## src/rtl/pulpemu_pkg.sv

```systemverilog
// Shared types and constants for the PULPemu JTAG shift engine.
package pulpemu_pkg;

    typedef enum logic [2:0] {
        StTrst,
        StIdle,
        StLow,
        StHigh,
        StResp
    } pulpemu_jtag_state_e;

    localparam int unsigned JTAG_DIV_MIN     = 2;
    localparam int unsigned TRST_CYC_DEFAULT = 64;

endpackage

```

## src/rtl/pulpemu_sync.sv

```systemverilog
// Two-flop synchroniser for a single asynchronous input, reset to 0.
module pulpemu_sync (
    input  logic ps7_clk,
    input  logic ps7_rst_n,
    input  logic d_i,
    output logic q_o
);

    logic [1:0] sync_q;

    always_ff @(posedge ps7_clk or negedge ps7_rst_n) begin
        if (!ps7_rst_n) begin
            sync_q <= 2'b00;
        end else begin
            sync_q <= {sync_q[0], d_i};
        end
    end

    assign q_o = sync_q[1];

endmodule

```

## src/rtl/pulpemu_jtag_shifter.sv

```systemverilog
// JTAG shift engine: clocks out a TMS/TDI command at a programmable TCK rate and
// returns the captured TDO vector; also generates TAP reset pulses on TRST.
module pulpemu_jtag_shifter
    import pulpemu_pkg::*;
#(
    parameter  int unsigned MAX_LEN  = 32,
    parameter  int unsigned DIV_W    = 8,
    parameter  int unsigned TRST_CYC = TRST_CYC_DEFAULT,
    localparam int unsigned LEN_W    = $clog2(MAX_LEN + 1)
) (
    input  logic               ps7_clk,
    input  logic               ps7_rst_n,
    input  logic               cmd_valid_i,
    output logic               cmd_ready_o,
    input  logic [LEN_W-1:0]   cmd_len_i,
    input  logic [MAX_LEN-1:0] cmd_tms_i,
    input  logic [MAX_LEN-1:0] cmd_tdi_i,
    input  logic [DIV_W-1:0]   clk_div_i,
    input  logic               trst_req_i,
    output logic               rsp_valid_o,
    input  logic               rsp_ready_i,
    output logic [MAX_LEN-1:0] rsp_tdo_o,
    output logic               busy_o,
    output logic               tck_o,
    output logic               tms_o,
    output logic               tdi_o,
    output logic               trst_no,
    input  logic               tdo_i
);

    localparam int unsigned TRST_W = $clog2(TRST_CYC + 1);
    localparam int unsigned CNT_W  = (DIV_W > TRST_W) ? DIV_W : TRST_W;

    pulpemu_jtag_state_e state_q;

    logic               cmd_ready_q;
    logic [CNT_W-1:0]   cnt_q;
    logic [LEN_W-1:0]   idx_q;
    logic [LEN_W-1:0]   len_q;
    logic [DIV_W-1:0]   div_q;
    logic [MAX_LEN-1:0] tms_sh_q;
    logic [MAX_LEN-1:0] tdi_sh_q;
    logic [MAX_LEN-1:0] shadow_q;

    logic               tdo_sync;
    logic               accept;
    logic               cnt_done;
    logic               trst_done;
    logic [LEN_W-1:0]   len_eff;
    logic [DIV_W-1:0]   div_eff;
    logic [LEN_W-1:0]   idx_nxt;
    logic [MAX_LEN-1:0] shadow_upd;
    logic [MAX_LEN-1:0] tms_shift;
    logic [MAX_LEN-1:0] tdi_shift;

    pulpemu_sync u_tdo_sync (
        .ps7_clk   (ps7_clk),
        .ps7_rst_n (ps7_rst_n),
        .d_i       (tdo_i),
        .q_o       (tdo_sync)
    );

    // A pending TAP reset request masks ready so it always wins over a command.
    assign cmd_ready_o = cmd_ready_q & ~trst_req_i;

    always_comb begin
        accept     = cmd_valid_i & cmd_ready_o;
        cnt_done   = (cnt_q == CNT_W'(div_q));
        trst_done  = (cnt_q == CNT_W'(TRST_CYC - 1));
        len_eff    = (cmd_len_i > LEN_W'(MAX_LEN)) ? LEN_W'(MAX_LEN) : cmd_len_i;
        div_eff    = (clk_div_i < DIV_W'(JTAG_DIV_MIN)) ? DIV_W'(JTAG_DIV_MIN) : clk_div_i;
        idx_nxt    = idx_q + LEN_W'(1);
        shadow_upd = shadow_q | (MAX_LEN'(tdo_sync) << idx_q);
        tms_shift  = tms_sh_q >> 1;
        tdi_shift  = tdi_sh_q >> 1;
    end

    always_ff @(posedge ps7_clk or negedge ps7_rst_n) begin
        if (!ps7_rst_n) begin
            state_q     <= StTrst;
            cmd_ready_q <= 1'b0;
            cnt_q       <= '0;
            idx_q       <= '0;
            len_q       <= '0;
            div_q       <= '0;
            tms_sh_q    <= '0;
            tdi_sh_q    <= '0;
            shadow_q    <= '0;
            rsp_valid_o <= 1'b0;
            rsp_tdo_o   <= '0;
            busy_o      <= 1'b1;
            tck_o       <= 1'b0;
            tms_o       <= 1'b1;
            tdi_o       <= 1'b0;
            trst_no     <= 1'b0;
        end else begin
            unique case (state_q)
                StTrst: begin
                    tck_o   <= 1'b0;
                    tms_o   <= 1'b1;
                    trst_no <= 1'b0;
                    if (trst_done) begin
                        state_q     <= StIdle;
                        trst_no     <= 1'b1;
                        cmd_ready_q <= 1'b1;
                        busy_o      <= 1'b0;
                        cnt_q       <= '0;
                    end else begin
                        cnt_q <= cnt_q + CNT_W'(1);
                    end
                end
                StIdle: begin
                    if (trst_req_i) begin
                        state_q     <= StTrst;
                        cnt_q       <= '0;
                        trst_no     <= 1'b0;
                        tms_o       <= 1'b1;
                        tck_o       <= 1'b0;
                        cmd_ready_q <= 1'b0;
                        busy_o      <= 1'b1;
                    end else if (accept) begin
                        cmd_ready_q <= 1'b0;
                        busy_o      <= 1'b1;
                        cnt_q       <= '0;
                        idx_q       <= '0;
                        shadow_q    <= '0;
                        len_q       <= len_eff;
                        div_q       <= div_eff;
                        tms_sh_q    <= cmd_tms_i;
                        tdi_sh_q    <= cmd_tdi_i;
                        if (len_eff == '0) begin
                            state_q     <= StResp;
                            rsp_valid_o <= 1'b1;
                            rsp_tdo_o   <= '0;
                        end else begin
                            state_q <= StLow;
                            tms_o   <= cmd_tms_i[0];
                            tdi_o   <= cmd_tdi_i[0];
                        end
                    end
                end
                StLow: begin
                    if (cnt_done) begin
                        state_q <= StHigh;
                        tck_o   <= 1'b1;
                        cnt_q   <= '0;
                    end else begin
                        cnt_q <= cnt_q + CNT_W'(1);
                    end
                end
                StHigh: begin
                    if (cnt_done) begin
                        cnt_q    <= '0;
                        tck_o    <= 1'b0;
                        shadow_q <= shadow_upd;
                        idx_q    <= idx_nxt;
                        if (idx_nxt == len_q) begin
                            state_q     <= StResp;
                            rsp_valid_o <= 1'b1;
                            rsp_tdo_o   <= shadow_upd;
                        end else begin
                            // TMS/TDI change together with the TCK falling edge.
                            state_q  <= StLow;
                            tms_sh_q <= tms_shift;
                            tdi_sh_q <= tdi_shift;
                            tms_o    <= tms_shift[0];
                            tdi_o    <= tdi_shift[0];
                        end
                    end else begin
                        cnt_q <= cnt_q + CNT_W'(1);
                    end
                end
                StResp: begin
                    tck_o <= 1'b0;
                    if (rsp_ready_i) begin
                        state_q     <= StIdle;
                        rsp_valid_o <= 1'b0;
                        cmd_ready_q <= 1'b1;
                        busy_o      <= 1'b0;
                    end
                end
                default: begin
                    state_q <= StTrst;
                    cnt_q   <= '0;
                end
            endcase
        end
    end

endmodule

```

## config.mk

```make
export PLATFORM = sky130hd
export DESIGN_NAME = pulpemu_jtag_shifter
export DESIGN_NICKNAME = d
export VERILOG_FILES = /design/src/rtl/pulpemu_pkg.sv /design/src/rtl/pulpemu_sync.sv /design/src/rtl/pulpemu_jtag_shifter.sv
export SDC_FILE = /design/constraint.sdc
export NUM_CORES = 1
export LEC_CHECK = 0
export ABC_AREA = 1
export BUFFER_PORTS_ARGS = -buffer_cell sky130_fd_sc_hd__buf_2
export CAP_MARGIN = 20
export CORE_AREA = 2 2 121 123
export DETAILED_ROUTE_END_ITERATION = 10
export DIE_AREA = 0 0 123 125
export GPL_ROUTABILITY_DRIVEN = 1
export GPL_TIMING_DRIVEN = 1
export PLACE_DENSITY = 0.93
export SLEW_MARGIN = 20
export SYNTH_ARGS = -nofsm -noshare
export SYNTH_HDL_FRONTEND = slang
export SYNTH_SLANG_ARGS = --single-unit
```

## constraint.sdc

```tcl
create_clock -name ps7_clk -period 3.93 [get_ports ps7_clk]
set_input_delay 0.786 -clock ps7_clk [delete_from_list [all_inputs] [get_ports ps7_clk]]
set_output_delay 0.786 -clock ps7_clk [all_outputs]
set_load 0.02 [all_outputs]
```

=== Yosys cells after proc, flatten, opt, wreduce, memory -nomap -nowiden ===
Index checks and enable logic that the tools add are counted.

* Mux-type cells: 74
* Shift-type cells: 1
* Eq/ne operators: 20
* Reductions and logical operators: 22
* $add $sub $neg: 2
* $lt $le $gt $ge: 2
* Bitwise logic cells: 5

{| class="wikitable"
|+ Operators with widths
! kind !! count
|-
| 2-to-1 mux 32 bit || 16
|-
| case mux 32 bit (2 select lines) || 4
|-
| 2-to-1 mux 8 bit || 5
|-
| bitwise OR 32 bit || 1
|-
| case mux 8 bit (4 select lines) || 1
|-
| left shift 1 x 6 -> 32 bit || 1
|-
| 2-to-1 mux 1 bit || 27
|-
| 2-to-1 mux 3 bit || 8
|-
| 2-to-1 mux 6 bit || 4
|-
| inequality test 2 bit (second input constant) || 11
|-
| case mux 3 bit (5 select lines) || 1
|-
| AND reduction 5 bit || 3
|-
| case mux 1 bit (3 select lines) || 4
|-
| case mux 6 bit (2 select lines) || 1
|-
| AND reduction 4 bit || 3
|-
| AND reduction 6 bit || 2
|-
| nonzero test 3 bit || 3
|-
| adder 8 x 1 -> 8 bit (second input constant) || 1
|-
| equality test 8 x 6 -> 1 bit (second input constant) || 1
|-
| equality test 8 bit || 1
|-
| < comparator 8 x 2 -> 1 bit (second input constant) || 1
|-
| AND reduction 7 bit || 1
|-
| adder 6 x 1 -> 6 bit (second input constant) || 1
|-
| equality test 3 x 2 -> 1 bit (second input constant) || 2
|-
| 16 further kinds || 23
|}

* Bits in registers: 168
* Input bits: 84
* Word-level logic and storage cells: 143

=== Logic depth before layout (Yosys ltp) ===
Gate-level depths: netlist of the first run.

* Depth after elaboration: 7
* Mapped depth: 15
* Gate-level depth less buffers: 14

=== By module ===
Synthesis of the first run repeated with hierarchy kept, for this count alone.

* Cells, all modules: 1138
* Area total of the unflattened synthesis: 8698.3 µm²

{| class="wikitable"
|+ By module, submodules not included
! module !! times used !! seq. area each (µm²) !! area each (µm²) !! cells an instance
|-
| pulpemu_jtag_shifter || 1 || 4106.4 || 8648.3 || 1136
|-
| pulpemu_sync || 1 || 50.0 || 50.0 || 2
|}

=== Worst setup path after synthesis of the first run ===
Ideal clock, no wire load.

* Path type: input port to flip-flop
* Start: input trst_req_i
* End: register tms_sh_q[1]
* Arrival: 2.122 ns
* Required time: 3.807 ns
* Stages on the path: 12
* Path slack: 1.685 ns
* Path buffers: 2
* Setup time: 0.123 ns
* Cell sequence: nor2_1 > nand2_1 > inv_1 > nor2_2 > inv_2 > nand2_2 > nor2_4 > nand2_4 > buf_12 > buf_12 > nand2_2 > o21ai_2

* Cells in the longest elaborated chain, start to end: 5
* Elaborated cells on any way between the ends: 6
* Classes of those cells: eq/ne: 2; bitwise: 3; reduce/logical: 1

{| class="wikitable"
|+ Ends and longest elaborated chain
! item !! RTL line !! text
|-
| from (decl) || pulpemu_jtag_shifter.sv:19 || <nowiki>input logic trst_req_i,</nowiki>
|-
| NOT 1 bit (no line) || -- ||
|-
| AND 1 bit || pulpemu_jtag_shifter.sv:64 || <nowiki>assign cmd_ready_o = cmd_ready_q & ~trst_req_i;</nowiki>
|-
| AND 1 bit || pulpemu_jtag_shifter.sv:67 || <nowiki>accept = cmd_valid_i & cmd_ready_o;</nowiki>
|-
| inequality test 2 bit (no line) || -- ||
|-
| AND reduction 5 bit (no line) (*) || -- ||
|-
| to (signal assigned) || pulpemu_jtag_shifter.sv:129 || <nowiki>tms_sh_q <= cmd_tms_i;</nowiki>
|-
| to (signal assigned) || pulpemu_jtag_shifter.sv:164 || <nowiki>tms_sh_q <= tms_shift;</nowiki>
|-
| to (decl) || pulpemu_jtag_shifter.sv:41 || <nowiki>logic [MAX_LEN-1:0] tms_sh_q;</nowiki>
|}

Every way passes the cells marked *; elsewhere a longest branch is shown, timed or not.
A chain may end at the register's enable or synchronous reset.

=== Final worst setup path of the first run ===
* Start: register idx_q[1]
* End: register rsp_tdo_o[7]

* Cells in the longest elaborated chain, start to end: 5
* Elaborated cells on any way between the ends: 9
* Classes of those cells: add/sub: 1; eq/ne: 2; shift: 1; mux: 3; bitwise: 1; reduce/logical: 1

{| class="wikitable"
|+ Ends and longest elaborated chain
! item !! RTL line !! text
|-
| from (decl) || pulpemu_jtag_shifter.sv:38 || <nowiki>logic [LEN_W-1:0] idx_q;</nowiki>
|-
| from (signal assigned) || pulpemu_jtag_shifter.sv:156 || <nowiki>idx_q <= idx_nxt;</nowiki>
|-
| parallel branches: the longest is 5 deep, another holds adder 6 x 1 -> 6 bit || -- ||
|-
| to (signal assigned) || pulpemu_jtag_shifter.sv:160 || <nowiki>rsp_tdo_o <= shadow_upd;</nowiki>
|-
| to (decl) || pulpemu_jtag_shifter.sv:22 || <nowiki>output logic [MAX_LEN-1:0] rsp_tdo_o,</nowiki>
|}

Parallel ways; which one is timed is not known. The select of a mux whose other input is x is not followed.

==> impl_metrics.env, run 1 <==
export IMPL_synth_cell_types=41
export IMPL_cts_tree="done"
export IMPL_finClkSkew_ns=0.006282
export IMPL_final_setup_tns_ns=0
export IMPL_drtAntennaViolNets=0
export IMPL_clk_pin_slew_ns=0.06
export IMPL_cts_resized=0
export IMPL_vdd_drop_max_mv=0.5023
export IMPL_globalplace_congestion=0.8603
export IMPL_grt_util_all_layers_pct=25.49
export IMPL_overflow=0
export IMPL_netlist_area_um2=8551
export IMPL_wl_um=18510
export IMPL_endpoint_kind="register"
export IMPL_syn_nets=1042
export IMPL_grt_antenna_before_repair=2
export IMPL_chipWidth_um=123
export IMPL_period_minus_slack_ns=2.630
export IMPL_synthCells=956
export IMPL_worst_pin_slew_ns=1.073
export IMPL_final_hold_viol_count=0
export IMPL_numCtsBuffers=17
export IMPL_dieHeight_um=125
export IMPL_grt_pass1_vias=6770
export IMPL_hold_path_class="register to register"
export IMPL_num_vias=6856
export IMPL_cp_max_fo=36
export IMPL_yosysTopAreaCellShare_pct=48.00
export IMPL_vias_per_cell=5.459
export IMPL_synthFlopType="dfrtp_1"
export IMPL_ys_seq_area_share_pct=48.61
export IMPL_n_antenna_cell=0
export IMPL_fp_dieArea_um2=15380
export IMPL_ys_warn_count=0
export IMPL_core_um2=14200
export IMPL_status="finished clean"
export IMPL_drc=0
export IMPL_netlist_top_cells_count="232 x nand2_1, 164 x dfrtp_1, 76 x inv_1"
export IMPL_ys_async_sr_fraction_pct=100.0
export IMPL_cts_max_path_buffers=2
export IMPL_clk_latency_ns=0.43
export IMPL_setup_violations=0
export IMPL_synth_edf_count=0
export IMPL_htree_levels=4
export IMPL_wl_per_cell_um=14.74
export IMPL_hpwl_um=12510
export IMPL_worstSetupPathType="register to register"
export IMPL_final_layout_size_suffix_gt1_share_pct=28.92
export IMPL_n_fill_cell=1080
export IMPL_p_total_w=0.006772
export IMPL_io_buffer_count=122
export IMPL_post_cts_buffers=0
export IMPL_rsz0062_at_grt="no"
export IMPL_start_util_pct=60.20
export IMPL_cts_sinks=166
export IMPL_start_kind="register"
export IMPL_ios=123
export IMPL_grt_first_pass_wirelength_um=31400
export IMPL_avgSynthCellArea_um2=8.944
export IMPL_required_ns=4.24
export IMPL_syn_to_final_growth_pct=13.94
export IMPL_finalCritPeriodShare_pct=66.91
export IMPL_dr_pass1_iters=6
export IMPL_cap_violations=0
export IMPL_drtIter0Drc=741
export IMPL_cts_hold_buf=0
export IMPL_slew_violations=0
export IMPL_slew_limit_headroom_pct=28.21
export IMPL_p_per_area_nw_per_um2=695.1
export IMPL_synth_largest_area_cell="dfrtp_1"
export IMPL_clockRootBuffer="clkbuf_16"
export IMPL_worst_ep_arrival_time_ns=2.94
export IMPL_synth_seq_cells=166
export IMPL_nets=1146
export IMPL_layout_setup_ws_ns=1.300
export IMPL_num_rows=44
export IMPL_pre_cts_ws_ns=1.364
export IMPL_yosysMostFrequentCell="nand2_1"
export IMPL_p_leak_nw=4.655
export IMPL_fmax_ghz=0.3803
export IMPL_synth_area_top_cells="dfrtp_1 48%, nand2_1 10%, mux2i_1 7.0%, o21ai_2 6.1%, nand2_2 4.6%"
export IMPL_grt_max_degree=125
-- final timing paths --
check	start	to	slack, ns	cells after the start
min	u_tdo_sync.sync_q[0]	u_tdo_sync.sync_q[1]	0.36	0
max reg2reg	idx_q[1]	rsp_tdo_o[7]	1.30	15
max	idx_q[1]	rsp_tdo_o[7]	1.30	15
max in group asynchronous	ps7_rst_n	rsp_tdo_o[21]	2.44	2
min in group asynchronous	ps7_rst_n	rsp_tdo_o[18]	0.42	1
min reg2reg	u_tdo_sync.sync_q[0]	u_tdo_sync.sync_q[1]	0.36	0
-- per-layer routing --
metal	track usage [%]	vias to the layer above	part of all wire [%]
li1	-	3309	-
met1	32.70	3257	42
met2	40.79	244	49
met3	7.664	42	7.2
met4	9.559	4	2.3
met5	0	-	0.13
-- cell families (layout without fill, tap and decap cells) --
family          Yosys count  after routing  synth area share (%)
flops                   166            166                 48.61
fa+ha+maj                 2              2                0.2926
xor+xnor                  6              6                0.6146
simple gates            423            423                 22.87
compound gates          166            166                 12.58
mux                      60             60                 7.024
buf+inv                 133            249                 8.004
-- layout by cell type (no fill, tap or decap), drive strengths merged --
cell type and count:
o22ai 2, o2bb2ai 2, nor2 50, nor3 4, buf 130, o211ai 1
bufinv 4, nor4 3, mux2i 60, dfrtp 164, clkbuf 21, o21ai 121
a21oi 37, nand4 8, a31oi 1, or2 1, inv 86, nor3b 2
xor2 2, nand2 296, clkinv 7, xnor2 4, nand3 59, dfstp 2
o22a 1, clkinvlp 1, ha 2, o21a 1
-- per-stage QoR --
step,instances,utilization [%],hold WS [ns],cell area [um^2]
after floorplan,956,-,0.3312,8551
after global placement,1225,64.26,0.3502,9128
after detailed placement,1225,64.26,0.3433,9128
after CTS,1256,68.58,0.3668,9741
after global routing,1256,68.60,0.3696,9743
final,1256,68.60,0.3624,9743
-- sequential cells by signal, summed over array words and instances (netlist names) --
signal and cells:
len_q 6, cmd_ready_q 1, u_tdo_sync.sync_q 2, tck_o 1, tms_sh_q 31, trst_no 1
div_q 8, tdi_sh_q 31, tdi_o 1, state_q 3, busy_o 1, tms_o 1
idx_q 6, shadow_q 32, rsp_tdo_o 32, cnt_q 8, rsp_valid_o 1
-- power breakdown --
part           internal [W]  total [W]  switching, W
registers           0.00219    0.00254      0.000345
clock network       0.00109    0.00174      0.000657
logic              0.000880    0.00249       0.00161
-- final cells by class --
cell class	instances	area [um^2]	share of cell area, %
clock buffers	21	460.4	4.726
flip-flops and latches	166	4156	42.66
well taps	184	230.2	2.363
repair buffers	130	689.4	7.076
clock inverters	10	152.6	1.567
multi-input cells	657	3721	38.19
inverters	88	332.8	3.416
-- worst max-delay path, cell delays in order (launching register included) --
cell,delay (ns)
dfrtp_1,0.45
ha_1,0.27
inv_1,0.06
nand2_1,0.09
nand2_1,0.07
nand2_1,0.06
nand2_1,0.04
inv_1,0.05
nand3_1,0.11
nor2_4,0.17
nand2_1,0.08
nand2_2,0.52
nand2_2,0.09
buf_4,0.25
nand2_1,0.11
nand2_1,0.06
Power figures use the tool's default switching activity.
==> inputs of run 2 (changes only) <==
--- a/config.mk
+++ b/config.mk
@@ -8,12 +8,12 @@
 export ABC_AREA = 1
 export BUFFER_PORTS_ARGS = -buffer_cell sky130_fd_sc_hd__buf_2
 export CAP_MARGIN = 20
-export CORE_AREA = 2 2 121 123
+export CORE_AREA = 2 2 125 127
 export DETAILED_ROUTE_END_ITERATION = 10
-export DIE_AREA = 0 0 123 125
+export DIE_AREA = 0 0 127 129
 export GPL_ROUTABILITY_DRIVEN = 1
 export GPL_TIMING_DRIVEN = 1
-export PLACE_DENSITY = 0.93
+export PLACE_DENSITY = 0.88
 export SLEW_MARGIN = 20
 export SYNTH_ARGS = -nofsm -noshare
 export SYNTH_HDL_FRONTEND = slang
==> constraint.sdc (replaced) <==
create_clock -name ps7_clk -period 2.71 [get_ports ps7_clk]
set_input_delay 0.542 -clock ps7_clk [delete_from_list [all_inputs] [get_ports ps7_clk]]
set_output_delay 0.542 -clock ps7_clk [all_outputs]
set_load 0.02 [all_outputs]
==> run 2 against run 1 <==
Against the previous run: via count down 1.4%; first-iteration DRC count fell by 24%; total power increased by 46%; sequential share of layout area shrank 0.63 points; largest power group is now combinational logic; hold slack worse by 0.24 ns; die area rose by 6.6%; sequential power up 44%; clock power rose by 45%.
==> impl_metrics.env, run 2 (synthesized netlist as in run 1, its figures left out) <==
export IMPL_fmax_ghz=0.4258
export IMPL_numCtsBuffers=17
export IMPL_setup_violations=0
export IMPL_overflow=0
export IMPL_globalplace_congestion=0.9431
export IMPL_num_rows=45
export IMPL_core_um2=14980
export IMPL_clk_latency_ns=0.43
export IMPL_hpwl_um=12800
export IMPL_p_per_area_nw_per_um2=1002
export IMPL_fp_dieArea_um2=16380
export IMPL_chipWidth_um=127
export IMPL_drc=0
export IMPL_seq_area_um2=4156
export IMPL_worst_pin_slew_ns=0.6737
export IMPL_dieHeight_um=129
export IMPL_cts_hold_buf=0
export IMPL_p_leak_nw=4.712
export IMPL_start_util_pct=57.09
export IMPL_drtAntennaViolNets=0
export IMPL_clk_pin_slew_ns=0.06
export IMPL_drtIter0Drc=560
export IMPL_reg_top3="rsp_tdo_o: 32 flops, shadow_q: 32 flops"
export IMPL_io_buffer_count=122
export IMPL_cts_sinks=166
export IMPL_p_total_w=0.009912
export IMPL_wl_um=18200
export IMPL_path_cells="ha_1 -> inv_1 -> nand2_1 -> nand2_1 -> nand2_1 -> nand2_1 -> inv_1 -> nand3_1 -> nor2_4 -> nand2_1 -> nand2_2 -> buf_4 -> nand2_1 -> nand2_1 -> nand2_1"
export IMPL_clockRootBuffer="clkbuf_16"
export IMPL_cts_tree="done"
export IMPL_cp_max_fo=24
export IMPL_htree_levels=4
export IMPL_grt_pass1_vias=6637
export IMPL_slew_violations=0
export IMPL_most_common_layout_cells="232 x nand2_1, 164 x dfrtp_1, 121 x buf_2"
export IMPL_whs_ns=0.1239
export IMPL_vias_per_cell=5.321
export IMPL_start_kind="register"
export IMPL_hold_path_class="primary input to asynchronous set/reset pin"
export IMPL_multiInputGateArea_um2=3724
export IMPL_num_vias=6763
export IMPL_period_minus_slack_ns=2.348
export IMPL_wl_per_cell_um=14.32
export IMPL_final_setup_tns_ns=0
export IMPL_grt_max_degree=71
export IMPL_cap_violations=0
export IMPL_status="finished clean"
export IMPL_final_layout_size_suffix_gt1_share_pct=29.48
export IMPL_final_util_pct=66.02
export IMPL_syn_to_final_growth_pct=15.64
export IMPL_rsz0062_at_grt="no"
export IMPL_cp_slowest_cell="dfrtp_1"
export IMPL_slowest_delay_ns=0.47
export IMPL_ios=123
export IMPL_grt_first_pass_wirelength_um=31170
export IMPL_dr_pass1_iters=7
export IMPL_finClkSkew_ns=0.007613
export IMPL_finalCritPeriodShare_pct=86.65
export IMPL_cts_max_path_buffers=2
export IMPL_final_hold_viol_count=0
export IMPL_grt_util_all_layers_pct=23.62
export IMPL_endpoint_kind="register"
export IMPL_vdd_drop_max_mv=0.5648
export IMPL_worst_ep_arrival_time_ns=2.67
export IMPL_grt_antenna_before_repair=0
export IMPL_slew_limit_headroom_pct=55.02
export IMPL_critPathMostFrequentCell="nand2_1"
export IMPL_required_ns=3.03
export IMPL_final_common_cell="nand2_1"
export IMPL_post_cts_buffers=0
export IMPL_nets=1155
export IMPL_worstSetupPathType="register to register"
export IMPL_n_fill_cell=1191
-- run 2: cell types whose count changed in the layout (fill, tap and decap cells not counted), moves of 2 or more --
cell,delta
inv_6,+2
buf_4,+4
clkinvlp_4,+2
buf_12,+5
clkinv_2,-4
-- run 2: layer usage --
| metal | GRT usage (%) | wire length [um] | part of all wire, % |
|---|---|---|---|
| met1 | 30.60 | 7839 | 43 |
| met2 | 38.96 | 8913 | 49 |
| met3 | 5.863 | 1092 | 6.0 |
| met4 | 8.533 | 359 | 2.0 |
| met5 | 0 | 0 | 0 |
-- run 2: final timing paths --
path / start / to / slack [ns] / depth (start not counted)
worst min-delay path: ps7_rst_n / rsp_tdo_o[16] / 0.12 / 1
worst max register to register: idx_q[1] / state_q[1] / 0.36 / 15
worst max-delay path: idx_q[1] / state_q[1] / 0.36 / 15
max in group asynchronous: ps7_rst_n / busy_o / 1.81 / 2
min in group ps7_clk: tdo_i / u_tdo_sync.sync_q[0] / 0.22 / 1
worst min register to register: u_tdo_sync.sync_q[0] / u_tdo_sync.sync_q[1] / 0.36 / 0
-- run 2: cell type report --
cell class                 instances  share of cell area [%]
tap                              188                   2.379
antenna                            1                 0.02531
inverter                          88                   3.366
sequential                       166                   42.03
clock buffer                      22                   4.796
clock inverter                    10                   1.455
timing repair buffer             139                   8.288
multi-input combinational        657                   37.66
-- run 2: through the flow --
| step | instance area, um^2 | cells | setup slack (ns) |
|---|---|---|---|
| 2_1_floorplan | 8551 | 956 | 0.7091 |
| 3_3_place_gp | 9263 | 1238 | 0.4756 |
| 6_report | 9888 | 1271 | 0.3617 |
| 5_1_grt | 9886 | 1270 | 0.07876 |
| 4_1_cts | 9881 | 1270 | 0.2857 |
| 3_5_place_dp | 9263 | 1238 | 0.3060 |
-- run 2: critical path, delay by kind of cell, from the launching register on --
kind	cells	cell delay [ns]
and+or+nand+nor	11	1.05
DFF	1	0.47
buffers and inverters	3	0.44
adders and majority gates	1	0.27
-- run 2: repair_timing --
item,in CTS,in global routing
endpoints found under the hold margin,0,0
gates resized for setup,0,1
setup endpoints to repair,0,14
-- run 2: report_power, final --
group          internal, W  total (W)  switching (W)  leakage, nW
Sequential         0.00318    0.00367       0.000490         2.17
Clock              0.00153    0.00252       0.000989        0.293
Combinational      0.00138    0.00372        0.00235         2.25
